==> src/rtl/digit_blink_ctrl.sv <==
`default_nettype none
// ============================================================================
// Module   : digit_blink_ctrl
// Purpose  : Edit-session cursor and blink controller for a seven-segment
//            display. Optional macro CURSOR_WRAP_EN makes the cursor wrap
//            at the range ends instead of saturating.
// Revision : 1.0 - initial release
// ============================================================================
module digit_blink_ctrl #(
    parameter int DIGITS         = 6,
    parameter int BLINK_DIV      = 25_000_000,
    parameter int TIMEOUT_BLINKS = 10,
    parameter int SKIP_DIGIT     = DIGITS - 2
) (
    input  logic                      CLK,
    input  logic                      RST_N,
    input  logic                      BTN_EDIT,
    input  logic                      BTN_LEFT,
    input  logic                      BTN_RIGHT,
    output logic                      BLINK,
    output logic                      COM,
    output logic [DIGITS-1:0]         SEL,
    output logic [$clog2(DIGITS)-1:0] CURSOR,
    output logic                      EDITING
);

    localparam int c_CUR_W = $clog2(DIGITS);
    localparam int c_BLK_W = (BLINK_DIV > 1) ? $clog2(BLINK_DIV) : 1;
    localparam int c_TO_W  = $clog2(2 * TIMEOUT_BLINKS);

    localparam logic [c_BLK_W-1:0] c_BLINK_LAST = c_BLK_W'(BLINK_DIV - 1);
    localparam logic [c_TO_W-1:0]  c_TO_LAST    = c_TO_W'(2 * TIMEOUT_BLINKS - 1);

    // Lowest and highest indices the cursor may occupy.
    localparam int c_LO = (SKIP_DIGIT == 0) ? 1 : 0;
    localparam int c_HI = (SKIP_DIGIT == DIGITS - 1) ? DIGITS - 2 : DIGITS - 1;

    localparam logic [0:0] c_IDLE = 1'b0;
    localparam logic [0:0] c_EDIT = 1'b1;

    logic [0:0]         r_state;
    logic               r_prev_edit;
    logic               r_prev_left;
    logic               r_prev_right;
    logic               r_blink;
    logic [c_CUR_W-1:0] r_cursor;
    logic [c_BLK_W-1:0] r_blink_cnt;
    logic [c_TO_W-1:0]  r_to_cnt;

    logic [0:0]         w_state_nxt;
    logic               w_blink_nxt;
    logic [c_CUR_W-1:0] w_cursor_nxt;
    logic [c_BLK_W-1:0] w_blink_cnt_nxt;
    logic [c_TO_W-1:0]  w_to_cnt_nxt;

    logic               w_edit_edge;
    logic               w_left_edge;
    logic               w_right_edge;
    logic               w_tick;
    logic [c_CUR_W-1:0] w_left_tgt;
    logic [c_CUR_W-1:0] w_right_tgt;
    logic               w_left_ok;
    logic               w_right_ok;

    assign w_edit_edge  = BTN_EDIT  & ~r_prev_edit;
    assign w_left_edge  = BTN_LEFT  & ~r_prev_left;
    assign w_right_edge = BTN_RIGHT & ~r_prev_right;
    assign w_tick       = (r_blink_cnt == c_BLINK_LAST);

    // Candidate cursor targets; the ok flags are low only for refused moves.
    always_comb begin
        w_left_ok   = 1'b1;
        w_right_ok  = 1'b1;
        w_left_tgt  = r_cursor;
        w_right_tgt = r_cursor;
        if (int'(r_cursor) >= c_HI) begin
`ifdef CURSOR_WRAP_EN
            w_left_tgt = c_CUR_W'(c_LO);
`else
            w_left_ok  = 1'b0;
`endif
        end else if (int'(r_cursor) + 1 == SKIP_DIGIT) begin
            w_left_tgt = c_CUR_W'(int'(r_cursor) + 2);
        end else begin
            w_left_tgt = r_cursor + 1'b1;
        end
        if (int'(r_cursor) <= c_LO) begin
`ifdef CURSOR_WRAP_EN
            w_right_tgt = c_CUR_W'(c_HI);
`else
            w_right_ok  = 1'b0;
`endif
        end else if (int'(r_cursor) - 1 == SKIP_DIGIT) begin
            w_right_tgt = c_CUR_W'(int'(r_cursor) - 2);
        end else begin
            w_right_tgt = r_cursor - 1'b1;
        end
    end

    always_ff @(posedge CLK) begin
        if (!RST_N) begin
            r_state      <= c_IDLE;
            r_prev_edit  <= 1'b1;
            r_prev_left  <= 1'b1;
            r_prev_right <= 1'b1;
            r_blink      <= 1'b1;
            r_cursor     <= '0;
            r_blink_cnt  <= '0;
            r_to_cnt     <= '0;
        end else begin
            r_state      <= w_state_nxt;
            r_prev_edit  <= BTN_EDIT;
            r_prev_left  <= BTN_LEFT;
            r_prev_right <= BTN_RIGHT;
            r_blink      <= w_blink_nxt;
            r_cursor     <= w_cursor_nxt;
            r_blink_cnt  <= w_blink_cnt_nxt;
            r_to_cnt     <= w_to_cnt_nxt;
        end
    end

    always_comb begin
        w_state_nxt     = r_state;
        w_blink_nxt     = r_blink;
        w_cursor_nxt    = r_cursor;
        w_blink_cnt_nxt = r_blink_cnt;
        w_to_cnt_nxt    = r_to_cnt;
        case (r_state)
            c_IDLE: begin
                w_blink_nxt     = 1'b1;
                w_blink_cnt_nxt = '0;
                w_to_cnt_nxt    = '0;
                if (w_edit_edge) begin
                    w_state_nxt  = c_EDIT;
                    w_cursor_nxt = c_CUR_W'(c_LO);
                end
            end
            default: begin
                w_blink_cnt_nxt = w_tick ? '0 : r_blink_cnt + 1'b1;
                if (w_tick) begin
                    w_blink_nxt  = ~r_blink;
                    w_to_cnt_nxt = r_to_cnt + 1'b1;
                end
                if (w_edit_edge) begin
                    w_state_nxt     = c_IDLE;
                    w_blink_nxt     = 1'b1;
                    w_blink_cnt_nxt = '0;
                    w_to_cnt_nxt    = '0;
                end else if (w_left_edge | w_right_edge) begin
                    // Refused or conflicting moves only restart the timeout.
                    w_to_cnt_nxt = '0;
                    if (w_left_edge && !w_right_edge && w_left_ok) begin
                        w_cursor_nxt    = w_left_tgt;
                        w_blink_nxt     = 1'b1;
                        w_blink_cnt_nxt = '0;
                    end else if (w_right_edge && !w_left_edge && w_right_ok) begin
                        w_cursor_nxt    = w_right_tgt;
                        w_blink_nxt     = 1'b1;
                        w_blink_cnt_nxt = '0;
                    end
                end else if (w_tick && r_to_cnt == c_TO_LAST) begin
                    w_state_nxt     = c_IDLE;
                    w_blink_nxt     = 1'b1;
                    w_blink_cnt_nxt = '0;
                    w_to_cnt_nxt    = '0;
                end
            end
        endcase
    end

    always_comb begin
        BLINK   = r_blink;
        CURSOR  = r_cursor;
        COM     = (r_state == c_IDLE);
        EDITING = (r_state == c_EDIT);
        SEL     = '0;
        if (r_state == c_EDIT) begin
            SEL = DIGITS'(1) << r_cursor;
        end
    end

endmodule
`default_nettype wire
==> config.mk <==
export PLATFORM = sky130hd
export DESIGN_NAME = digit_blink_ctrl
export DESIGN_NICKNAME = d
export VERILOG_FILES = /design/src/rtl/digit_blink_ctrl.sv
export SDC_FILE = /design/constraint.sdc
export NUM_CORES = 1
export LEC_CHECK = 0
export BUFFER_PORTS_ARGS = -buffer_cell sky130_fd_sc_hd__buf_4
export CORE_MARGIN = 2
export CORE_UTILIZATION = 36
export DETAILED_ROUTE_END_ITERATION = 10
export PLACE_DENSITY_LB_ADDON = 0.15
export SETUP_SLACK_MARGIN = 0.5
export SYNTH_ARGS = -nofsm -noshare
export SYNTH_HDL_FRONTEND = slang
export SYNTH_SLANG_ARGS = --single-unit
==> constraint.sdc <==
create_clock -name CLK -period 3.3 [get_ports CLK]
set_input_delay 0.165 -clock CLK [delete_from_list [all_inputs] [get_ports CLK]]
set_output_delay 0.165 -clock CLK [all_outputs]
set_load 0.05 [all_outputs]
# Word level (Yosys, flattened, before mapping)

Cells that the tools add are included.

Bits in registers: 38
Input bits: 5
Output and inout bits: 12

Add/subtract/negate cells: 8
Magnitude comparators: 2
Eq/ne operators: 7
Shift-type cells: 1
Muxes and demuxes: 28
Bitwise gates (word level): 10
Reduce and logical (&&, ||, !) cells: 13

Operator list:

| operator              | count |
|---|---|
| $mux 25               | 5 |
| $mux 3                | 10 |
| $add 25x1->25 const B | 1 |
| $eq 25x25->1 const B  | 1 |
| $mux 1                | 12 |
| $mux 6                | 1 |
| $not 1->1             | 6 |
| $reduce_and 6->1      | 1 |
| $shl 1x3->6 const A   | 1 |
| $add 5x1->5 const B   | 1 |
| $eq 5x5->1 const B    | 1 |
| $logic_and 1x1->1     | 5 |
| $reduce_or 5->1       | 1 |
| $add 3x1->4 const B   | 1 |
| $eq 4x3->1 const B    | 1 |
| $eq 4x4->1 const B    | 1 |
| $reduce_bool 2->1     | 2 |
| $sub 3x1->4 const B   | 1 |
| $add 3x1->3 const B   | 1 |
| $add 3x2->3 const B   | 1 |
| $and 1x1->1           | 3 |
| $ge 3x3->1 const B    | 1 |
| $le 3x1->1 const B    | 1 |
| $ne 3x2->1 const B    | 1 |
| other kinds (8)       | 9 |

# Longest topological paths before layout

Word-level depth: 10
Mapped depth: 9

# Worst setup path before layout

OpenSTA, ideal clock, no wires.

Path kind: flip-flop to flip-flop
Start point: register r_cursor[1], in the netlist CURSOR[1]
End point: register r_blink_cnt[14]
Setup time: 0.117 ns
Arrival time: 2.314 ns
Path slack: 0.869 ns
Cell stages (with the launch flop): 10
Buffers on the path: 2
Period minus slack after synthesis: 2.431 ns
Cells stage by stage: dfxtp_1 -> inv_1 -> ha_1 -> a21oi_1 -> nand3_1 -> a21oi_1 -> or3_1 -> clkbuf_1 -> buf_2 -> nor2_1

Word-level cells in the longest chain between the ends: 6
Elaborated cells on any way between the ends: 9

Ends and longest elaborated chain:

| what                   | RTL line | text |
|---|---|---|
| from (decl)            | 46       | `logic [c_CUR_W-1:0] r_cursor;` |
| from (signal assigned) | 116      | `r_cursor <= w_cursor_nxt;` |
| $le 3x1->1             | 87       | `if (int'(r_cursor) <= c_LO) begin` |
| $mux 1                 | 87       |  |
| $logic_and 1x1->1      | 156      | `end else if (w_right_edge && !w_left_edge && w_right_ok) begin` |
| $mux 25                | 156      |  |
| $mux 25 (*)            | 152      | `if (w_left_edge && !w_right_edge && w_left_ok) begin` |
| $mux 25 (*)            | 149      | `end else if (w_left_edge \| w_right_edge) begin` |
| to (signal assigned)   | 117      | `r_blink_cnt <= w_blink_cnt_nxt;` |
| to (decl)              | 47       | `logic [c_BLK_W-1:0] r_blink_cnt;` |

Mark *: on every way between the ends. The rest lies on a longest branch, timed or not.
A chain may end at the register's enable or synchronous reset.

# Worst setup path after layout

Start point: register r_cursor[1], in the netlist CURSOR[1]
End point: register r_blink_cnt[19]

Same word-level chain as after synthesis.

==> impl_metrics.xml <==
<?xml version="1.0" encoding="UTF-8"?>
<metrics>
  <group name="cts">
    <metric name="cts_resized" unit="">0</metric>
    <metric name="clock_tree.root_cell" unit="">sky130_fd_sc_hd__clkbuf_8</metric>
    <metric name="clkSlewWorstSetupHoldPaths" unit="ns">0.07</metric>
    <metric name="h_tree_levels" unit="">2</metric>
    <metric name="ctsHoldBuffers" unit="">0</metric>
    <metric name="number_of_sinks_handled_by_clock_tree_synthesis" unit="">38</metric>
    <metric name="insertion_delay" unit="ns">0.28</metric>
    <metric name="postCtsSetupRepairBufs" unit="">0</metric>
    <metric name="cts_tree" unit="">built</metric>
    <metric name="cts-buffers-inserted" unit="">5</metric>
    <metric name="number_of_buffers_on_the_longest_clock_path" unit="">2</metric>
  </group>
  <group name="critical_path">
    <metric name="worst-setup-path-type" unit="">reg2reg</metric>
    <metric name="critical_path.endpoint_type" unit="">register</metric>
    <metric name="worstPathRequired" unit="ns">3.46</metric>
    <metric name="cp_top_family" unit="">flip-flops</metric>
    <metric name="cp-start-kind" unit="">register</metric>
    <metric name="cp_cell_sequence" unit="">inv_1, ha_1, a21oi_1, nand3_1, a21oi_1, or3_1, buf_4, nor2_1</metric>
    <metric name="path_max_fanout" unit="">23</metric>
    <metric name="crit_arrival" unit="ns">2.41</metric>
    <metric name="slowest_stage" unit="">sky130_fd_sc_hd__dfxtp_1</metric>
    <metric name="worst_path_most_repeated_cell" unit="">sky130_fd_sc_hd__a21oi_1</metric>
    <metric name="critical_path_max_stage_delay" unit="ns">0.50</metric>
    <metric name="timing.critical_path.buf_inv" unit="">2</metric>
  </group>
  <group name="timing">
    <metric name="timing.final.setup_violations" unit="">0</metric>
    <metric name="worst_pin_slew" unit="ns">0.889</metric>
    <metric name="timing.clock.skew" unit="ns">0.00509</metric>
    <metric name="report.final.slew_viol_count" unit="">0</metric>
    <metric name="final_layout_setup_total_negative_slack" unit="ns">0</metric>
    <metric name="report.final.hold_viol_count" unit="">0</metric>
    <metric name="slew-limit-headroom" unit="%">40.3</metric>
    <metric name="layout_min_cycle_time" unit="ns">2.25</metric>
    <metric name="rsz0062_at_grt" unit="">no</metric>
    <metric name="layout_worst_path_cycle_share" unit="%">68.0</metric>
    <metric name="achievable-frequency" unit="MHz">445</metric>
  </group>
  <group name="synthesis">
    <metric name="most_common_library_cells_after_synthesis" unit="">sky130_fd_sc_hd__dfxtp_1, sky130_fd_sc_hd__nor2_1, sky130_fd_sc_hd__xor2_1</metric>
    <metric name="netlist_top_cells_area" unit="">sky130_fd_sc_hd__dfxtp_1, sky130_fd_sc_hd__ha_1, sky130_fd_sc_hd__xor2_1, sky130_fd_sc_hd__nor2_1, sky130_fd_sc_hd__nand3_1</metric>
    <metric name="most_frequently_used_flop_master_after_synthesis" unit="">sky130_fd_sc_hd__dfxtp_1</metric>
    <metric name="ys_warn_count" unit="">0</metric>
    <metric name="synthesis.area" unit="sq mm">0.00198</metric>
    <metric name="post_synth.cell_area_avg" unit="sq um">8.44</metric>
    <metric name="synth_enable_flop_cells" unit="">0</metric>
    <metric name="ys_async_sr_fraction" unit="%">0</metric>
    <metric name="syn-num-nets" unit="">253</metric>
    <metric name="synth.most_common_cell" unit="">sky130_fd_sc_hd__dfxtp_1</metric>
    <metric name="synthDominantCellAreaShare" unit="%">38.3</metric>
    <metric name="synth_area_leader_cell" unit="">sky130_fd_sc_hd__dfxtp_1</metric>
    <metric name="synth.ff_latch_count" unit="">38</metric>
    <metric name="netlist-cell-type-count" unit="">38</metric>
    <metric name="seq_area_frac_synth" unit="%">38.3</metric>
    <metric name="synthesis.instances" unit="">235</metric>
  </group>
  <group name="finish">
    <metric name="final_design_area_no_fill" unit="sq mm">0.00227</metric>
    <metric name="antenna-diode-count" unit="">0</metric>
    <metric name="area.growth.synth_to_final" unit="%">14.6</metric>
    <metric name="final_nets" unit="">269</metric>
    <metric name="drive_gt1_share" unit="%">11.5</metric>
  </group>
  <group name="global_route">
    <metric name="grt_first_pass_wirelength" unit="mm">6.80</metric>
    <metric name="grt_antenna_before_repair" unit="">0</metric>
    <metric name="grt_use_total" unit="%">13.7</metric>
    <metric name="globalRouteOverflowTotal" unit="">0</metric>
    <metric name="grt_start_max_net_pins" unit="">24</metric>
    <metric name="first_global_vias" unit="">1528</metric>
  </group>
  <group name="outcome">
    <metric name="status" unit="">completed</metric>
  </group>
  <group name="detailed_routing">
    <metric name="drt.antenna.violating_nets" unit="">0</metric>
    <metric name="detail_route.wirelength" unit="mm">3.93</metric>
    <metric name="drt_pre_antenna_iters" unit="">4</metric>
    <metric name="dr_total_vias" unit="">1559</metric>
    <metric name="vias_per_cell" unit="">4.81</metric>
    <metric name="routedWlPerCell" unit="microns">12.1</metric>
    <metric name="drtIter0Drc" unit="">83</metric>
    <metric name="number_of_drc_violations_after_detailed_routing" unit="">0</metric>
  </group>
  <group name="power_and_ir_drop">
    <metric name="leakage" unit="nW">0.842</metric>
    <metric name="power.density_cell_area" unit="mW/mm^2">379</metric>
    <metric name="irDropWorstVdd" unit="mV">0.224</metric>
  </group>
  <group name="worst_hold_path">
    <metric name="holdCritPathClass" unit="">in2reg</metric>
  </group>
  <group name="floorplan">
    <metric name="floorplan.rows" unit="">27</metric>
    <metric name="core_area" unit="sq mm">0.00541</metric>
    <metric name="io-pin-count" unit="">17</metric>
    <metric name="die-area" unit="sq mm">0.00612</metric>
    <metric name="floorplan.die.width" unit="microns">78.2</metric>
    <metric name="die_height" unit="microns">78.2</metric>
    <metric name="initial_utilization" unit="%">36.7</metric>
  </group>
  <group name="run">
    <metric name="max_cap_check_violation_count" unit="">0</metric>
  </group>
  <group name="placed_design">
    <metric name="port_buffers" unit="">16</metric>
    <metric name="placed_cell_area" unit="sq mm">0.00216</metric>
    <metric name="post-dp-hpwl" unit="mm">2.86</metric>
    <metric name="gp_congestion" unit="">0.768</metric>
  </group>
</metrics>
flip-flops by register name (all words and copies together), names as in the netlist:
register / flops
BLINK: 1
CURSOR: 3
EDITING: 1
r_blink_cnt: 25
r_prev_edit: 1
r_prev_left: 1
r_prev_right: 1
r_to_cnt: 5
cell families after synthesis:
logic type / after synthesis / share of synthesized area, %
and+or+nand+nor: 116 / 30.1
muxes: 1 / 0.504
buffers and inverters: 17 / 3.59
adders and majority gates: 13 / 8.20
DFF: 38 / 38.3
xor gates and xnor gates: 24 / 10.6
AOI/OAI and AO/OA: 26 / 8.64
through the flow:
stage | total power, mW | cells | hold WS (ns) | utilization (%) | worst slack [ns]
finish | 0.862 | 324 | 0.0696 | 42.1 | 1.05
global route | 0.898 | 324 | 0.0671 | 42.1 | 0.801
CTS | 0.878 | 324 | 0.0607 | 42.1 | 1.04
global placement | 0.508 | 316 | 0.358 | 40.0 | 1.12
floorplan | 0.497 | 235 | 0.266 | - | 0.869
detailed placement | 0.508 | 316 | 0.360 | 40.0 | 1.07
where the power goes:
group          leakage, nW  total [mW]  switching, mW  internal [mW]
logic                0.478      0.0328         0.0209         0.0120
clock network       0.0575       0.365          0.154          0.211
registers            0.307       0.464        0.00299          0.461
routing by layer:
metal  global-route usage [%]  routed length (microns)
met1                     17.6                     1990
met2                     23.3                     1810
met3                     3.10                       80
met4                     3.68                       46
met5                        0                        0
cell usage in the layout, fill, tap and decap left out, types with 2 or more instances in the layout:
cell and instances:
sky130_fd_sc_hd__buf_4 17, sky130_fd_sc_hd__nand4_1 9, sky130_fd_sc_hd__xnor2_1 7, sky130_fd_sc_hd__a21oi_1 8, sky130_fd_sc_hd__o32ai_1 3, sky130_fd_sc_hd__ha_1 13
sky130_fd_sc_hd__a211oi_1 2, sky130_fd_sc_hd__nor4_1 2, sky130_fd_sc_hd__dfxtp_1 38, sky130_fd_sc_hd__a31oi_1 3, sky130_fd_sc_hd__nand2_1 16, sky130_fd_sc_hd__and4_1 3
sky130_fd_sc_hd__nor2_1 34, sky130_fd_sc_hd__nand3_1 14, sky130_fd_sc_hd__inv_1 9, sky130_fd_sc_hd__xor2_1 17, sky130_fd_sc_hd__or3_1 5, sky130_fd_sc_hd__nor3_1 5
sky130_fd_sc_hd__and3_1 9, sky130_fd_sc_hd__nand3b_1 2, sky130_fd_sc_hd__clkbuf_8 8, sky130_fd_sc_hd__nand2b_1 5, sky130_fd_sc_hd__and2_1 3, sky130_fd_sc_hd__nor2b_1 4
sky130_fd_sc_hd__o21ai_0 4
layout make-up:
type | count | area, sq um
Fill cell | 558 | 3130
Multi-Input combinational cell | 180 | 1150
Sequential cell | 38 | 761
Timing Repair Buffer | 17 | 128
Clock buffer | 8 | 110
Tap cell | 72 | 90.1
Inverter | 9 | 33.8
path summary, 6_finish.rpt:
path	from	endpoint	slack, ns	cells after the start
hold / removal	BTN_LEFT	r_prev_left$_SDFF_PN1_	0.07	2
setup / recovery	CURSOR[1]$_SDFFE_PN0P_	r_blink_cnt[19]$_SDFF_PP0_	1.05	8
setup reg to reg	CURSOR[1]$_SDFFE_PN0P_	r_blink_cnt[19]$_SDFF_PP0_	1.05	8
hold reg to reg	r_blink_cnt[0]$_SDFF_PP0_	r_blink_cnt[0]$_SDFF_PP0_	0.46	1
Note: power is estimated with default switching activity, not from simulation.
